### config.mk
export PLATFORM = sky130hd
export DESIGN_NAME = gcd_engine
export DESIGN_NICKNAME = d
export VERILOG_FILES = /design/src/rtl/gcd_pkg.sv /design/src/rtl/gcd_ctz.sv /design/src/rtl/gcd_engine.sv
export SDC_FILE = /design/constraint.sdc
export NUM_CORES = 1
export LEC_CHECK = 0
export BUFFER_PORTS_ARGS = -buffer_cell sky130_fd_sc_hd__buf_2
export CAP_MARGIN = 20
export CORE_UTILIZATION = 60
export DETAILED_ROUTE_END_ITERATION = 10
export PLACE_DENSITY = 0.81
export SYNTH_ARGS = -nofsm -noshare
export SYNTH_HDL_FRONTEND = slang
export SYNTH_SLANG_ARGS = --single-unit
### constraint.sdc
create_clock -name clk_i -period 4.65 [get_ports clk_i]
set_clock_uncertainty 0.15 [all_clocks]
set_input_delay 0 -clock clk_i [delete_from_list [all_inputs] [get_ports clk_i]]
set_output_delay 0 -clock clk_i [all_outputs]
set_load 0.05 [all_outputs]
### src/rtl/gcd_pkg.sv
// rtl/gcd_pkg.sv - shared state encoding and trailing-zero helper for the GCD engine
package gcd_pkg;

    localparam int STATE_W   = 3;
    localparam int CTZ_MAX_W = 64;

    typedef enum logic [STATE_W-1:0] {
        ST_IDLE   = 3'd0,
        ST_STRIP  = 3'd1,
        ST_REDUCE = 3'd2,
        ST_SCALE  = 3'd3,
        ST_OUT    = 3'd4
    } state_t;

    // Trailing-zero count of the low 'width' bits of x; an all-zero operand yields width.
    function automatic logic [7:0] ctz(input logic [CTZ_MAX_W-1:0] x, input int width);
        logic [7:0] n;
        logic       found;
        n     = 8'(width);
        found = 1'b0;
        for (int i = 0; i < CTZ_MAX_W; i++) begin
            if (!found && (i < width) && x[i]) begin
                n     = 8'(i);
                found = 1'b1;
            end
        end
        return n;
    endfunction

endpackage

### src/rtl/gcd_ctz.sv
// rtl/gcd_ctz.sv - combinational trailing-zero counter
module gcd_ctz
    import gcd_pkg::*;
#(
    parameter int BIT_LEN = 8
) (
    input  logic [BIT_LEN-1:0]            x,
    output logic [$clog2(BIT_LEN+1)-1:0]  zeros
);

    localparam int CW = $clog2(BIT_LEN + 1);

    logic [7:0] full;
    logic       unused_hi;

    // Priority-encode the lowest set bit of the operand.
    always_comb begin
        full = ctz(CTZ_MAX_W'(x), BIT_LEN);
    end

    assign zeros     = full[CW-1:0];
    assign unused_hi = ^full[7:CW];

endmodule

### src/rtl/gcd_engine.sv
// rtl/gcd_engine.sv - binary GCD engine with multi-bit shifts, tag pass-through and abort
module gcd_engine
    import gcd_pkg::*;
#(
    parameter int BIT_LEN   = 8,
    parameter int SHIFT_MAX = BIT_LEN,
    parameter int TAG_W     = 4,
    parameter int CNT_W     = 8
) (
    input  logic               clk_i,
    input  logic               reset,
    input  logic               in_valid,
    output logic               in_ready,
    input  logic [BIT_LEN-1:0] num_0,
    input  logic [BIT_LEN-1:0] num_1,
    input  logic [TAG_W-1:0]   tag_i,
    input  logic               abort,
    output logic               out_valid,
    input  logic               out_ready,
    output logic [BIT_LEN-1:0] gcd_op,
    output logic [TAG_W-1:0]   tag_o,
    output logic [CNT_W-1:0]   iter_o,
    output logic               busy
);

    localparam int             CW        = $clog2(BIT_LEN + 1);
    localparam logic [CW-1:0]  SHIFT_LIM = CW'(SHIFT_MAX);

    state_t             state, state_n;
    logic [BIT_LEN-1:0] a, a_n, b, b_n, gcd_n;
    logic [CW-1:0]      k, k_n;
    logic [CNT_W-1:0]   cnt, cnt_n, cnt_inc, iter_n;
    logic [TAG_W-1:0]   tag_r, tag_r_n, tag_o_n;
    logic [CW-1:0]      ctz_a, ctz_b, sa, sb, sh;

    gcd_ctz #(.BIT_LEN(BIT_LEN)) u_ctz_a (.x(a), .zeros(ctz_a));
    gcd_ctz #(.BIT_LEN(BIT_LEN)) u_ctz_b (.x(b), .zeros(ctz_b));

    // Per-operand shift clamped to SHIFT_MAX; the common shift is the smaller of the two.
    assign sa      = (ctz_a < SHIFT_LIM) ? ctz_a : SHIFT_LIM;
    assign sb      = (ctz_b < SHIFT_LIM) ? ctz_b : SHIFT_LIM;
    assign sh      = (sa < sb) ? sa : sb;
    assign cnt_inc = (cnt == {CNT_W{1'b1}}) ? cnt : cnt + CNT_W'(1);

    // Handshake flags depend only on the registered state.
    assign in_ready  = (state == ST_IDLE);
    assign busy      = (state != ST_IDLE);
    assign out_valid = (state == ST_OUT);

    // Next-state and datapath updates; abort freezes everything but the state.
    always_comb begin
        state_n = state;
        a_n     = a;
        b_n     = b;
        k_n     = k;
        cnt_n   = cnt;
        tag_r_n = tag_r;
        gcd_n   = gcd_op;
        tag_o_n = tag_o;
        iter_n  = iter_o;
        if (abort) begin
            state_n = ST_IDLE;
        end else begin
            case (state)
                ST_IDLE: begin
                    if (in_valid) begin
                        a_n     = num_0;
                        b_n     = num_1;
                        tag_r_n = tag_i;
                        k_n     = '0;
                        cnt_n   = '0;
                        if ((num_0 == '0) || (num_1 == '0)) begin
                            gcd_n   = num_0 | num_1;
                            iter_n  = '0;
                            tag_o_n = tag_i;
                            state_n = ST_OUT;
                        end else begin
                            state_n = ST_STRIP;
                        end
                    end
                end
                ST_STRIP: begin
                    cnt_n = cnt_inc;
                    if (!a[0] && !b[0]) begin
                        a_n = a >> sh;
                        b_n = b >> sh;
                        k_n = k + sh;
                    end else begin
                        state_n = ST_REDUCE;
                    end
                end
                ST_REDUCE: begin
                    cnt_n = cnt_inc;
                    if (!a[0] || !b[0]) begin
                        if (!a[0]) a_n = a >> sa;
                        if (!b[0]) b_n = b >> sb;
                    end else if (a == b) begin
                        state_n = ST_SCALE;
                    end else if (a > b) begin
                        a_n = a - b;
                    end else begin
                        b_n = b - a;
                    end
                end
                ST_SCALE: begin
                    gcd_n   = a << k;
                    iter_n  = cnt;
                    tag_o_n = tag_r;
                    state_n = ST_OUT;
                end
                ST_OUT: begin
                    if (out_ready) state_n = ST_IDLE;
                end
                default: state_n = ST_IDLE;
            endcase
        end
    end

    // State and datapath registers with synchronous reset.
    always_ff @(posedge clk_i) begin
        if (reset) begin
            state  <= ST_IDLE;
            a      <= '0;
            b      <= '0;
            k      <= '0;
            cnt    <= '0;
            tag_r  <= '0;
            gcd_op <= '0;
            tag_o  <= '0;
            iter_o <= '0;
        end else begin
            state  <= state_n;
            a      <= a_n;
            b      <= b_n;
            k      <= k_n;
            cnt    <= cnt_n;
            tag_r  <= tag_r_n;
            gcd_op <= gcd_n;
            tag_o  <= tag_o_n;
            iter_o <= iter_n;
        end
    end

endmodule

* Word-level counts from Yosys, hierarchy flattened
Index checks and enable logic that the tools add are counted.
Word-level totals: register bits 55, bits of input ports 25, output and inout bits 23, logic and storage cells 166
Cells by class: add/sub/neg operators 4, $lt $le $gt $ge 4, equal/unequal tests 19, shifts and indexed selects 5, mux-type cells 69, bitwise gates (word level) 2, reductions and logical operators 52
Operators by type and width (number):
- two-way mux 8 bit | 18
- two-way mux 4 bit | 23
- case mux 8 bit (2 select lines) | 3
- case mux 8 bit (3 select lines) | 2
- >> shifter 8 x 4 -> 8 bit | 4
- two-way mux 3 bit | 6
- zero test 1 bit | 16
- zero test 8 bit | 2
- case mux 4 bit (2 select lines) | 2
- subtractor 8 bit | 2
- logical AND 1 bit | 15
- inequality test 3 bit, second input constant | 5
- case mux 3 bit (5 select lines) | 1
- two-way mux 1 bit | 14
- AND reduction 7 bit | 2
- inequality test 2 bit, second input constant | 6
- AND reduction 4 bit | 3
- AND reduction 6 bit | 2
- adder 8 x 1 -> 8 bit, second input constant | 1
- == test 8 bit | 1
- == test 8 bit, second input constant | 1
- greater-than comparator 8 bit | 1
- < comparator 4 bit, second input constant | 2
- bitwise OR 8 bit | 1
- 15 further kinds | 22

* Logic depth before layout (Yosys ltp)
depth in word-level cells 29, mapped depth 19, depth with buffers taken out 18

* Cells and area by module
Synthesis repeated with hierarchy kept, for this count alone.
Second synthesis, totals: cell total of the unflattened synthesis 664, area total of the unflattened synthesis 4973.5 um^2
By module, submodules not included:
- gcd_engine | times used 1, cells an instance 634, area an instance 4795.8 um^2, sequential area each 1101.1 um^2
- gcd_ctz | times used 2, cells an instance 15, area an instance 88.8 um^2, sequential area each 0.0 um^2

* Worst setup path after synthesis
OpenSTA, ideal clock, no wires.
kind register to register, start register a[4], end register k[3], library setup time 0.132 ns, data arrival time 3.315 ns, data required time 4.368 ns, path slack 1.053 ns, stages on the path, launching flop included 18, buffers on the path 2, clock period less this slack 3.597 ns, cells stage by stage dfxtp_1 > clkbuf_1 > nor4_1 > o31ai_1 > and3_1 > clkbuf_1 > ha_1 > a211oi_1 > nand3_1 > o21ai_1 > o21ai_4 > ha_1 > a21o_1 > a21oi_1 > xnor2_1 > nor2_1 > o21ai_0 > a21oi_1
On the way: longest elaborated chain between the ends 18, elaborated cells on any way between the ends 21, classes of those cells 1 x add/sub; 2 x order compare; 11 x mux; 7 x reduce/logical
Ends and longest elaborated chain:
- start, declared | line gcd_engine.sv:30 | logic [BIT_LEN-1:0] a, a_n, b, b_n, gcd_n;
- start signal, assigned | line gcd_engine.sv:133 | a <= a_n;
- logical AND 1 bit (*) | line gcd_pkg.sv:22 | if (!found && (i < width) && x[i]) begin
- two-way mux 1 bit | line gcd_pkg.sv:22
- zero test 1 bit | line gcd_pkg.sv:22
- logical AND 1 bit | line gcd_pkg.sv:22
- two-way mux 1 bit | line gcd_pkg.sv:22
- zero test 1 bit | line gcd_pkg.sv:22
- logical AND 1 bit | line gcd_pkg.sv:22
- two-way mux 1 bit | line gcd_pkg.sv:22
- (+2 left out)
- two-way mux 4 bit (*) | line gcd_pkg.sv:22
- < comparator 4 bit | line gcd_engine.sv:40 | assign sa = (ctz_a < SHIFT_LIM) ? ctz_a : SHIFT_LIM;
- two-way mux 4 bit (*) | line gcd_engine.sv:40
- < comparator 4 bit | line gcd_engine.sv:42 | assign sh = (sa < sb) ? sa : sb;
- two-way mux 4 bit (*) | line gcd_engine.sv:42
- adder 4 bit (*) | line gcd_engine.sv:87 | k_n = k + sh;
- two-way mux 4 bit (*) | line gcd_engine.sv:84 | if (!a[0] && !b[0]) begin
- case mux 4 bit (2 select lines) (*) | line gcd_engine.sv:64 | case (state)
- end signal, assigned | line gcd_engine.sv:135 | k <= k_n;
- end, declared | line gcd_engine.sv:31 | logic [CW-1:0] k, k_n;
Every way passes the cells marked *; elsewhere a longest branch is shown, timed or not. The select of a mux whose other input is x is not followed. A chain may end at the register's enable or synchronous reset.

* Final worst setup path
start register a[0], end register k[3]
On the way: longest elaborated chain between the ends 29, elaborated cells on any way between the ends 40, classes of those cells 1 x add/sub; 2 x order compare; 1 x eq/ne; 19 x mux; 17 x reduce/logical
Ends and longest elaborated chain (line):
- two-way mux 1 bit | gcd_pkg.sv:22
- zero test 1 bit | gcd_pkg.sv:22
- logical AND 1 bit | gcd_pkg.sv:22
- two-way mux 1 bit | gcd_pkg.sv:22
- zero test 1 bit | gcd_pkg.sv:22
- logical AND 1 bit | gcd_pkg.sv:22
- two-way mux 1 bit | gcd_pkg.sv:22
- zero test 1 bit | gcd_pkg.sv:22
- (+13 left out)
- two-way mux 4 bit | gcd_pkg.sv:22
- < comparator 4 bit | gcd_engine.sv:40
- two-way mux 4 bit | gcd_engine.sv:40
- < comparator 4 bit | gcd_engine.sv:42
- two-way mux 4 bit | gcd_engine.sv:42
- adder 4 bit | gcd_engine.sv:87
- two-way mux 4 bit | gcd_engine.sv:84
- case mux 4 bit (2 select lines) | gcd_engine.sv:64
Parallel ways exist; a longest one is shown, timed or not. The select of a mux whose other input is x is not followed.

==> reports/metrics.cfg <==
[floorplan]
initial_core_util_pct=63.2
dieArea_mm2=0.00863
coreArea_mm2=0.00785
num_rows=32
die_y_um=92.9
ioPinCount=48
die_width_um=92.9

[clock_tree]
htree_num_levels=2
clk_latency_ns=0.33
cts_tree=built
postCtsSetupBuffers=0
cts.sinks=55
root_buffer=clkbuf_8
clk_path_buf_depth=2
path_clk_slew_ns=0.12
cts_resized=0
cts-hold-fix-buffers=11
cts_buffers=5

[yosys]
synthCells=652
synth_cell_types=78
synth_seq_area_share_pct=22.2
synth_compound_area_share_pct=31.8
synth_area_leaders=dfxtp_1 22%, mux2i_1 6.9%, ha_1 6.8%
syn_nets=707
synth.mux.area_fraction_pct=7.32
yosys.area.top_type=dfxtp_1
netlist_area_mm2=0.00496
yosysTopAreaCellShare_pct=22.2
ys_warn_count=0
synth_simple_gate_area_share_pct=20.6
synth_edf_count=0
synth_adder_area_share_pct=8.02
async_flop_share_pct=0
synth_top_family_by_area=compound AO/OA/AOI/OAI gates
synth_seq_cells=55
postSynthAreaPerCell_um2=7.61
synth_ff_type=dfxtp_1
synth-xor-area-share_pct=2.83

[worst_setup_path]
rrSetupSlack_ns=0.55
cp_max_fo=12
crit_arrival_ns=4.14
crit_path_end_kind=flip-flop
reg2reg_to=k[3]
reg2regPathDepth=15
r2r-start=a[0]
worstSetupPathType=reg2reg
crit_path_start_kind=flip-flop
required_ns=4.69

[final_layout]
n_antenna_cell=0
fillers=674
area_growth_syn_to_layout_pct=8.60
final_layout_size_suffix_gt1_share_pct=13.5
fin_cells=782
nNetsFinal=734

[sta]
relSlewSlack_pct=41.6
finalSetupTns_ns=0
setup_viol=0
timing.final.crit_share_pct=88.1
rsz0062_at_grt=no
finalMaxSlewViolations=0
fmax_ghz=0.244
whs_ns=0.0261
fin_crit_ns=4.10
worst_slew_pin_slew_ns=0.869
finalHoldViolCount=0

[place]
numPortBuffers=47
gp_congestion=1.06
dpl.hpwl_um=12500
place_inst=763

[detailed_routing]
drt_iter0_drc=609
first_pass_iters=6
vias_per_cell=7.04
drc=0
ant_nets=0
routedWlPerCell_um=21.8
drt_wl_total_um=17000
num_vias=5506

[pwr]
vdd_drop_max_mv=0.445
powerDensity_mw_per_mm2=451
p_total_mw=2.43
static-leakage-power_nw=2.14

[min_path]
hp-class=in2reg
holdPathStages=5
hold_start=out_ready
whs_endpoint=state[2]

[grt]
grt_max_degree=49
grt_pass1_vias=5019
grt.overflow.total=0
antenna_found_initial=0
grt_pass1_wl_um=26900
grt_usage_pct=39.9

[status]
status=finished clean

[run]
maxCapViolations=0

-- worst max-delay path, stage by stage (launching register included) --
cell      delay, ns
dfxtp_1        0.73
inv_1          0.16
buf_4          0.23
and3_1         0.30
ha_1           0.30
a211oi_1       0.29
nand3_1        0.17
o21ai_1        0.27
o21ai_4        0.17
ha_1           0.32
a21o_1         0.19
a21oi_1        0.20
xnor2_1        0.16
nor2_1         0.06
o21ai_0        0.16
a21oi_1        0.09
-- routing by layer --
| layer | vias up | GRT usage [%] | part of all wire [%] |
|---|---|---|---|
| met1 | 2567 | 51.5 | 39 |
| met3 | 70 | 6.49 | 11 |
| met2 | 396 | 64.6 | 45 |
| li1 | 2473 | - | - |
| met4 | 0 | 18.8 | 4.6 |
| met5 | - | 0 | 0 |
-- area by class of cell --
type                       instances  area, um2  share of cell area, %
inverter                          35        136                   2.53
sequential                        55       1100                   20.4
clock buffer                       6       82.6                   1.53
clock inverter                     2       16.3                  0.302
timing repair buffer              68        420                   7.80
tap                              102        128                   2.37
multi-input combinational        514       3500                   65.0
-- cells in the mapped netlist (all sizes together), types with 5 or more instances --
master	instances
mux2i	34
nand2b	6
dfxtp	55
nand3b	7
o211ai	11
xnor2	9
or3	6
a221oi	13
nand2	62
nand3	23
a21o	10
a21oi	60
a31oi	6
a22oi	11
nor2b	5
xor2	7
inv	35
a311oi	11
o21ai	52
clkbuf	33
and2	5
a211oi	9
nor4	8
o311ai	6
nor3	13
buf	15
ha	27
nor2	50
-- sequential cells by signal (all words and copies together) (netlist names) --
register	count
a	8
b	8
cnt	8
gcd_op	8
iter_o	8
k	4
tag_o	4
tag_r	4
state	3
-- how the worst max path moves through the flow --
stage            to  slack [ns]  start
2_1_floorplan  k[3]        1.05   a[4]
3_3_place_gp   k[3]        0.83   a[0]
3_5_place_dp   k[3]        0.72   a[4]
4_1_cts        k[3]        0.68   a[4]
5_1_grt        k[3]        0.27   a[4]
6_report       k[3]        0.55   a[0]
-- stage by stage --
step	utilization, %	worst slack [ns]	instance area, um2
floorplan	-	1.05	4960
global route	68.6	0.266	5390
CTS	68.6	0.680	5390
finish	68.6	0.551	5390
detailed placement	66.0	0.721	5180
global placement	66.0	0.826	5180
-- power breakdown --
group | internal, mW | switching [mW] | leakage [nW]
Combinational | 0.584 | 0.962 | 1.65
Sequential | 0.501 | 0.0771 | 0.447
Clock | 0.122 | 0.185 | 0.0474
-- cell usage in the layout, fill, tap and decap left out, drive strengths merged, types with 6 or more instances in the layout --
cell,Yosys,layout
nand2,62,62
a21oi,60,60
buf,15,57
dfxtp,55,55
o21ai,52,52
nor2,50,50
inv,35,35
mux2i,34,34
ha,27,27
nand3,23,23
nor3,13,13
a221oi,13,13
o211ai,11,11
a22oi,11,11
a311oi,11,11
dlygate4sd3,0,11
a21o,10,10
a211oi,9,9
xnor2,9,9
nor4,8,8
xor2,7,7
nand3b,7,7
or3,6,6
a31oi,6,6
clkbuf,33,6
nand2b,6,6
o311ai,6,6
-- logic make-up (layout without fill, tap and decap cells) --
group | count (synthesis) | in the layout
buffers and inverters | 83 | 111
adders and majority gates | 30 | 30
muxes | 35 | 35
and+or+nand+nor | 204 | 204
AOI/OAI and AO/OA | 229 | 229
DFF | 55 | 55
xor gates and xnor gates | 16 | 16
(Power assumes the default switching activity.)
